===== src/rtl/ann_pkg.sv =====
// Shared widths and FSM state encodings for the ANN datapath.
// The MAC and the later classification stages reuse these defaults.
package ann_pkg;

  localparam int P_W         = 20;
  localparam int NUM_CLASSES = 10;
  localparam int IDX_W       = 4;
  localparam int CNT_W       = 8;

  localparam logic [1:0] S_FIRST = 2'd0;
  localparam logic [1:0] S_REST  = 2'd1;
  localparam logic [1:0] S_LAST  = 2'd2;

endpackage


===== src/rtl/signed_max_sel.sv =====
// Combinational signed max selector: the candidate wins only when strictly
// greater, so on a tie the incumbent (lower index) is kept.
module signed_max_sel #(
  parameter int P_W   = ann_pkg::P_W,
  parameter int IDX_W = ann_pkg::IDX_W
) (
  input  logic [0:P_W-1]   cand_score,
  input  logic [0:IDX_W-1] cand_idx,
  input  logic [0:P_W-1]   inc_score,
  input  logic [0:IDX_W-1] inc_idx,
  output logic [0:P_W-1]   win_score,
  output logic [0:IDX_W-1] win_idx
);

  logic take;

  always_comb begin
    take      = $signed(cand_score) > $signed(inc_score);
    win_score = take ? cand_score : inc_score;
    win_idx   = take ? cand_idx   : inc_idx;
  end

endmodule


===== src/rtl/mac_argmax.sv =====
// Running argmax over NUM_CLASSES consecutive MAC scores per digit, with a
// one-entry valid/ready result register and a digit counter.
module mac_argmax #(
  parameter int P_W         = ann_pkg::P_W,
  parameter int NUM_CLASSES = ann_pkg::NUM_CLASSES,
  parameter int IDX_W       = ann_pkg::IDX_W,
  parameter int CNT_W       = ann_pkg::CNT_W
) (
  input  logic             clk,
  input  logic             rst,
  input  logic             p_valid,
  output logic             p_ready,
  input  logic [0:P_W-1]   p,
  output logic             class_valid,
  input  logic             class_ready,
  output logic [0:IDX_W-1] class_idx,
  output logic [0:P_W-1]   class_score,
  output logic [0:CNT_W-1] digit_cnt
);

  import ann_pkg::*;

  localparam logic [0:IDX_W-1] LAST_IDX = IDX_W'(NUM_CLASSES - 1);

  logic [1:0]       state;
  logic [0:IDX_W-1] idx;
  logic [0:IDX_W-1] idx_inc;
  logic [0:P_W-1]   best;
  logic [0:IDX_W-1] best_idx;
  logic [0:P_W-1]   win_score;
  logic [0:IDX_W-1] win_idx;
  logic             accept;
  logic             load;

  // Stall only when finishing a digit would overwrite an unaccepted result.
  assign p_ready = !((state == S_LAST) && class_valid && !class_ready);
  assign accept  = p_valid && p_ready;
  assign load    = accept && (state == S_LAST);
  assign idx_inc = idx + IDX_W'(1);

  // Same selector serves the running update and the final compare in S_LAST.
  signed_max_sel #(
    .P_W   (P_W),
    .IDX_W (IDX_W)
  ) u_sel (
    .cand_score (p),
    .cand_idx   (idx),
    .inc_score  (best),
    .inc_idx    (best_idx),
    .win_score  (win_score),
    .win_idx    (win_idx)
  );

  always_ff @(posedge clk or negedge rst) begin
    if (!rst) begin
      state    <= S_FIRST;
      idx      <= '0;
      best     <= '0;
      best_idx <= '0;
    end else if (accept) begin
      case (state)
        S_FIRST: begin
          best     <= p;
          best_idx <= '0;
          idx      <= IDX_W'(1);
          state    <= (NUM_CLASSES == 2) ? S_LAST : S_REST;
        end
        S_REST: begin
          best     <= win_score;
          best_idx <= win_idx;
          idx      <= idx_inc;
          if (idx_inc == LAST_IDX) state <= S_LAST;
        end
        default: begin
          idx   <= '0;
          state <= S_FIRST;
        end
      endcase
    end
  end

  always_ff @(posedge clk or negedge rst) begin
    if (!rst) begin
      class_valid <= 1'b0;
      class_idx   <= '0;
      class_score <= '0;
      digit_cnt   <= '0;
    end else if (load) begin
      class_valid <= 1'b1;
      class_idx   <= win_idx;
      class_score <= win_score;
      digit_cnt   <= digit_cnt + CNT_W'(1);
    end else if (class_ready) begin
      class_valid <= 1'b0;
    end
  end

endmodule


===== config.mk =====
export PLATFORM = sky130hd
export DESIGN_NAME = mac_argmax
export DESIGN_NICKNAME = d
export VERILOG_FILES = /design/src/rtl/ann_pkg.sv /design/src/rtl/signed_max_sel.sv /design/src/rtl/mac_argmax.sv
export SDC_FILE = /design/constraint.sdc
export NUM_CORES = 1
export LEC_CHECK = 0
export CAP_MARGIN = 20
export CORE_MARGIN = 4
export CORE_UTILIZATION = 53
export DETAILED_ROUTE_END_ITERATION = 7
export GPL_TIMING_DRIVEN = 1
export PLACE_DENSITY_LB_ADDON = 0.3
export SKIP_LAST_GASP = 1
export SLEW_MARGIN = 10
export SYNTH_ARGS = -nofsm -noshare
export SYNTH_HDL_FRONTEND = slang
export SYNTH_SLANG_ARGS = --single-unit

===== constraint.sdc =====
create_clock -name clk -period 3.6 [get_ports clk]
set_input_delay 0.72 -clock clk [delete_from_list [all_inputs] [get_ports clk]]
set_output_delay 0.72 -clock clk [all_outputs]
set_load 0.005 [all_outputs]

==> results.yml, run 1 <==
status:
  status: "complete, no violations"
clocking:
  cts-resized-gates: 0
  post_cts_buffers: 0
  cts_buffer_depth: 2
  cts-hold-fix-buffers: 0
  cts_tree: "done"
  h-tree-depth: 3
  clock_sinks: 63
  cts_root_buf: "clkbuf_8"
  numCtsBuffers: 9
  clk_latency_ps: 330
  clk_pin_slew_ps: 70
flow_run:
  drv_cap: 0
route:
  drt-initial-drc-count: 102
  drt_first_pass_iters: 4
  vias: 2427
  drcViolationCount: 0
  drtAntennaViolNets: 0
  wl_per_cell_um: 15.7
  avgViaCountPerCell: 5.38
  postRouteWirelength_um: 7080
floorplan:
  core_mm2: 0.00599
  start_util_pct: 55.5
  rows: 28
  io_pins: 58
  fp.dieW_um: 87.2
  die_area_mm2: 0.00761
  fp.dieH_um: 87.2
final_layout:
  antennaDiodeCount: 0
  seqCellArea_mm2: 0.00158
  fillers: 402
  finalInstanceArea_mm2: 0.00435
  multi_input_area_mm2: 0.00159
  drive_gt1_share_pct: 15.7
  syn2layout_area_growth_pct: 30.7
  nets: 418
placed_design:
  placed_area_mm2: 0.00410
  place.gp.congestion: 0.763
  dp_hpwl_um: 5000
  pre_cts_slack_ps: -109
  numPortBuffers: 57
logic_synthesis:
  synth_nets: 344
  post_synth_num_cell_types: 38
  yosysSeqAreaShare_pct: 47.4
  yosys-top-cells-area: "dfrtp_1 47%, ha_1 8.7%, mux2_4 7.7%"
  synthTopCellsByCount: "63 x dfrtp_1, 31 x a21oi_1, 28 x inv_1"
  async_flop_share_pct: 100
  syn_avg_cell_area_um2: 11.2
  synthFlopType: "dfrtp_1"
  ys_warn_count: 0
  syn_area_mm2: 0.00333
  yosys.area.top_type: "dfrtp_1"
  synthCells: 297
  synth.ff_latch_count: 63
  synth_edf_count: 0
  yosysMostFrequentCell: "dfrtp_1"
  netlist.area_leader.share_pct: 47.4
pwr:
  max-vdd-ir-drop_mv: 0.403
  power_leakage_uw: 0.00208
  power_uw: 3150
  power_density_mw_per_mm2: 725
timing:
  min_period_ps: 3360
  rsz0062_at_grt: "no"
  setup_viol: 0
  finalCritPeriodShare_pct: 93.4
  tightest_slew_ps: 528
  setup_slack_ps: 239
  final_hold_viol_count: 0
  finClkSkew_ps: 7.77
  slew_headroom_pct: 64.8
  drv_slew: 0
  fmax_ghz: 0.298
worst_setup_path:
  crit_required_ps: 3820
  startpoint_type: "input pin"
  regToRegStartpoint: "best[12]"
  critPathKind: "in2reg"
  cp_max_fo: 11
  end_kind: "flop"
  startpoint: "p[12]"
  cp.arrival_ps: 3580
  r2r_setup_slack_ps: 680
global_routing:
  grt_pass1_vias: 2504
  grt_max_degree: 42
  grt_remaining_overflow: 0
  grt_antenna_before_repair: 0
  grt.total_usage_pct: 20.3
  grt_pass1_wl_um: 12000
hold_path:
  hold_class: "in2async"
-- metrics by stage --
step	util [%]	hold slack, ps	std cells	setup TNS [ps]
CTS	72.5	359	451	0
global route	72.5	377	451	0
floorplan	-	424	297	0
finish	72.5	357	451	0
global placement	68.4	461	435	-102
detailed placement	68.4	466	435	-2410
-- worst max-delay path: stages --
cell and delay, ps:
clkdlybuf4s50_1 440, ha_1 340, a21oi_1 160, o21ai_1 90, a221o_1 390, a2111oi_4 450, mux2i_4 320, o21a_4 180
buf_12 140, mux2_2 340
-- path summary, 6_finish.rpt --
path                                end  cells past startpoint
max in group asynchronous      best[12]                      2
hold / removal                 state[1]                      1
setup / recovery                best[5]                     10
setup reg to reg                best[5]                     10
hold reg to reg            digit_cnt[0]                      1
min in group clk           digit_cnt[0]                      1
-- sequential cells by signal (all words and copies together), names as in the netlist --
signal	count
best	20
class_score	20
digit_cnt	8
best_idx	4
class_idx	4
idx	4
state	2
class_valid	1
-- where the power goes --
part | switching (uW) | internal [uW] | total, uW | leakage (uW)
logic | 586 | 765 | 1350 | 0.00117
clock network | 275 | 476 | 751 | 0.000122
registers | 166 | 883 | 1050 | 0.000790
-- cell families after synthesis --
logic type	count (synthesis)	synth area share, %
buffers and inverters	38	4.97
adder cells (fa/ha/maj)	23	8.65
XOR/XNOR	9	2.37
AO/OA/AOI/OAI	53	10.1
flip-flops	63	47.4
multiplexers	46	17.0
AND/OR/NAND/NOR	65	9.52
-- cells in the final DEF, fill, tap and decap left out, drive strengths merged, types with 3 or more instances in the layout --
cell type,Yosys,layout
o21ai,8,8
nor2,26,26
nand4,6,6
a21oi,31,31
and3,4,4
nand3,5,5
buf,4,17
xnor2,7,7
mux2i,24,24
ha,23,23
o2bb2ai,3,3
a21o,3,3
mux2,22,22
clkbuf,6,10
bufinv,0,3
clkdlybuf4s50,0,56
dfrtp,63,63
inv,28,28
nand2,13,13
-- cell type report --
class                   count  area share, %
clock inverters             6           2.48
inverters                  28           2.42
multi-input cells         196           36.6
repair buffers             73           16.9
clock buffers              10           3.17
flip-flops and latches     63           36.3
well taps                  75           2.16
-- routing by layer --
layer,routed length (um),vias up,global-route usage [%]
li1,-,1190,-
met1,3240,1179,27.6
met2,3470,50,31.9
met3,298,8,5.20
met4,69,0,6.69
met5,0,-,0
Note: power is estimated with default switching activity, not from simulation.
==> run 2: changes to the inputs <==
--- a/config.mk
+++ b/config.mk
@@ -5,7 +5,6 @@
 export SDC_FILE = /design/constraint.sdc
 export NUM_CORES = 1
 export LEC_CHECK = 0
-export CAP_MARGIN = 20
 export CORE_MARGIN = 4
 export CORE_UTILIZATION = 53
 export DETAILED_ROUTE_END_ITERATION = 7
==> constraint.sdc (replaced) <==
create_clock -name clk -period 3.6 [get_ports clk]
set_input_delay 0.36 -clock clk [delete_from_list [all_inputs] [get_ports clk]]
set_output_delay 0.36 -clock clk [all_outputs]
set_load 0.005 [all_outputs]
==> results.yml, run 2 (synthesis results as in run 1) <==
floorplan:
  die_area_mm2: 0.00761
  fp.dieH_um: 87.2
  start_util_pct: 55.5
  core_mm2: 0.00599
  rows: 28
  fp.dieW_um: 87.2
  io_pins: 58
placed_design:
  dp.cells: 424
  placed_area_mm2: 0.00397
  numPortBuffers: 57
  dp_hpwl_um: 4720
  place.gp.congestion: 0.780
worst_setup_path:
  end_kind: "flop"
  path_cells: "clkdlybuf4s50_1 > ha_1 > nand4_1 > nor4bb_1 > a21boi_0 > a2111oi_4 > mux2i_4 > o21a_4 > mux2_2"
  regToRegStartpoint: "best[0]"
  crit_required_ps: 3810
  cp_top_family: "compound AO/OA/AOI/OAI gates"
  cp.arrival_ps: 3350
  cp_slowest_cell: "clkdlybuf4s50_1"
  max_stage_delay_ps: 470
  reg2reg_depth: 9
  cp_max_fo: 21
  path_buf_inv: 1
  critPathKind: "in2reg"
  startpoint_type: "input pin"
  r2r_end: "best[3]"
  r2r_setup_slack_ps: 560
hold_path:
  hold_class: "in2async"
pwr:
  netSwitchingFraction_pct: 33.2
  max-vdd-ir-drop_mv: 0.511
  seq_power_share_pct: 35.7
  power_density_mw_per_mm2: 699
  power.share.clock_pct: 23.5
  p_comb_share_pct: 40.9
  net-switching-power_uw: 974
  power_leakage_uw: 0.00201
  p_int_uw: 1950
global_routing:
  grt_antenna_before_repair: 0
  grt_pass1_wl_um: 11600
  grt_remaining_overflow: 0
  met3_usage_pct: 3.78
  grt_max_degree: 54
  met1_usage_pct: 26.3
  grt_pass1_vias: 2381
  use_met2_pct: 31.2
  grt_busiest_layer: "met2"
  grt.total_usage_pct: 19.7
clocking:
  cts_root_buf: "clkbuf_8"
  clock_sinks: 63
  clk_latency_ps: 330
  h-tree-depth: 3
  cts_buffer_depth: 2
  numCtsBuffers: 9
  clk_pin_slew_ps: 70
  cts_tree: "done"
  post_cts_buffers: 0
  cts-resized-gates: 0
  cts-hold-fix-buffers: 0
final_layout:
  finalInstanceArea_mm2: 0.00419
  fin_cells: 440
  multi_input_area_mm2: 0.00159
  seqCellArea_mm2: 0.00158
  reg_top3: "best: 20 flops, class_score: 20 flops, digit_cnt: 8 flops"
  nets: 407
  drive_gt1_share_pct: 12.6
  antennaDiodeCount: 0
  fillers: 448
  finish.utilization_pct: 70.0
  final_common_cell: "dfrtp_1"
  most-common-layout-cells: "63 x dfrtp_1, 56 x clkdlybuf4s50_1, 31 x a21oi_1"
  syn2layout_area_growth_pct: 26.0
route:
  vias: 2347
  drtAntennaViolNets: 0
  drt_first_pass_iters: 4
  drt-initial-drc-count: 45
  postRouteWirelength_um: 6690
  drcViolationCount: 0
  avgViaCountPerCell: 5.33
  wl_per_cell_um: 15.2
timing:
  finClkSkew_ps: 11.7
  finalCritPeriodShare_pct: 87.2
  min_period_ps: 3140
  final_hold_viol_count: 0
  slew_headroom_pct: 30.1
  tightest_slew_ps: 1050
  fmax_ghz: 0.319
  finalSetupTns_ps: 0
  drv_slew: 0
  setup_viol: 0
  rsz0062_at_grt: "no"
flow_run:
  drv_cap: 0
status:
  status: "complete, no violations"
run 2: per-stage QoR:
step	hold WS, ps	setup WS [ps]	power (uW)
2_1_floorplan	64.4	747	1950
3_3_place_gp	460	219	2200
3_5_place_dp	466	178	2240
4_1_cts	248	510	2950
5_1_grt	297	344	3150
6_report	216	461	2930
run 2: power by group through the flow:
stage / clock (uW) / sequential, uW / combinational, uW
3_3_place_gp: 0 / 1040 / 1160
5_1_grt: 741 / 1070 / 1340
4_1_cts: 699 / 1040 / 1210
6_report: 687 / 1040 / 1200
2_1_floorplan: 0 / 1010 / 938
3_5_place_dp: 0 / 1050 / 1190
run 2: how the worst max path moves through the flow:
stage,from,to,slack [ps],cells after the start
after floorplan,best[12],best[0],750,10
final,p[0],best[3],460,9
after CTS,p[0],best[3],510,9
after detailed placement,p[9],best[5],180,8
after global placement,p[12],best[3],220,9
after global routing,p[0],best[3],340,9
run 2: final cells by class:
cell class / count / share of cell area (%)
Multi-Input combinational cell: 196 / 37.9
Sequential cell: 63 / 37.6
Inverter: 28 / 2.51
Tap cell: 75 / 2.24
Timing Repair Buffer: 62 / 14.4
Clock buffer: 13 / 3.79
Clock inverter: 3 / 1.55
run 2: layer usage:
layer,up-vias,routed length (um)
li1,1164,-
met1,1121,3080
met2,44,3180
met3,18,258
met4,0,171
met5,-,0
==> run 3: changes to the inputs <==
--- a/config.mk
+++ b/config.mk
@@ -8,6 +8,7 @@
 export CORE_MARGIN = 4
 export CORE_UTILIZATION = 53
 export DETAILED_ROUTE_END_ITERATION = 7
+export GPL_ROUTABILITY_DRIVEN = 0
 export GPL_TIMING_DRIVEN = 1
 export PLACE_DENSITY_LB_ADDON = 0.3
 export SKIP_LAST_GASP = 1
==> results of run 3 <==
Final layout, timing and power as in run 2 (identical DEF).
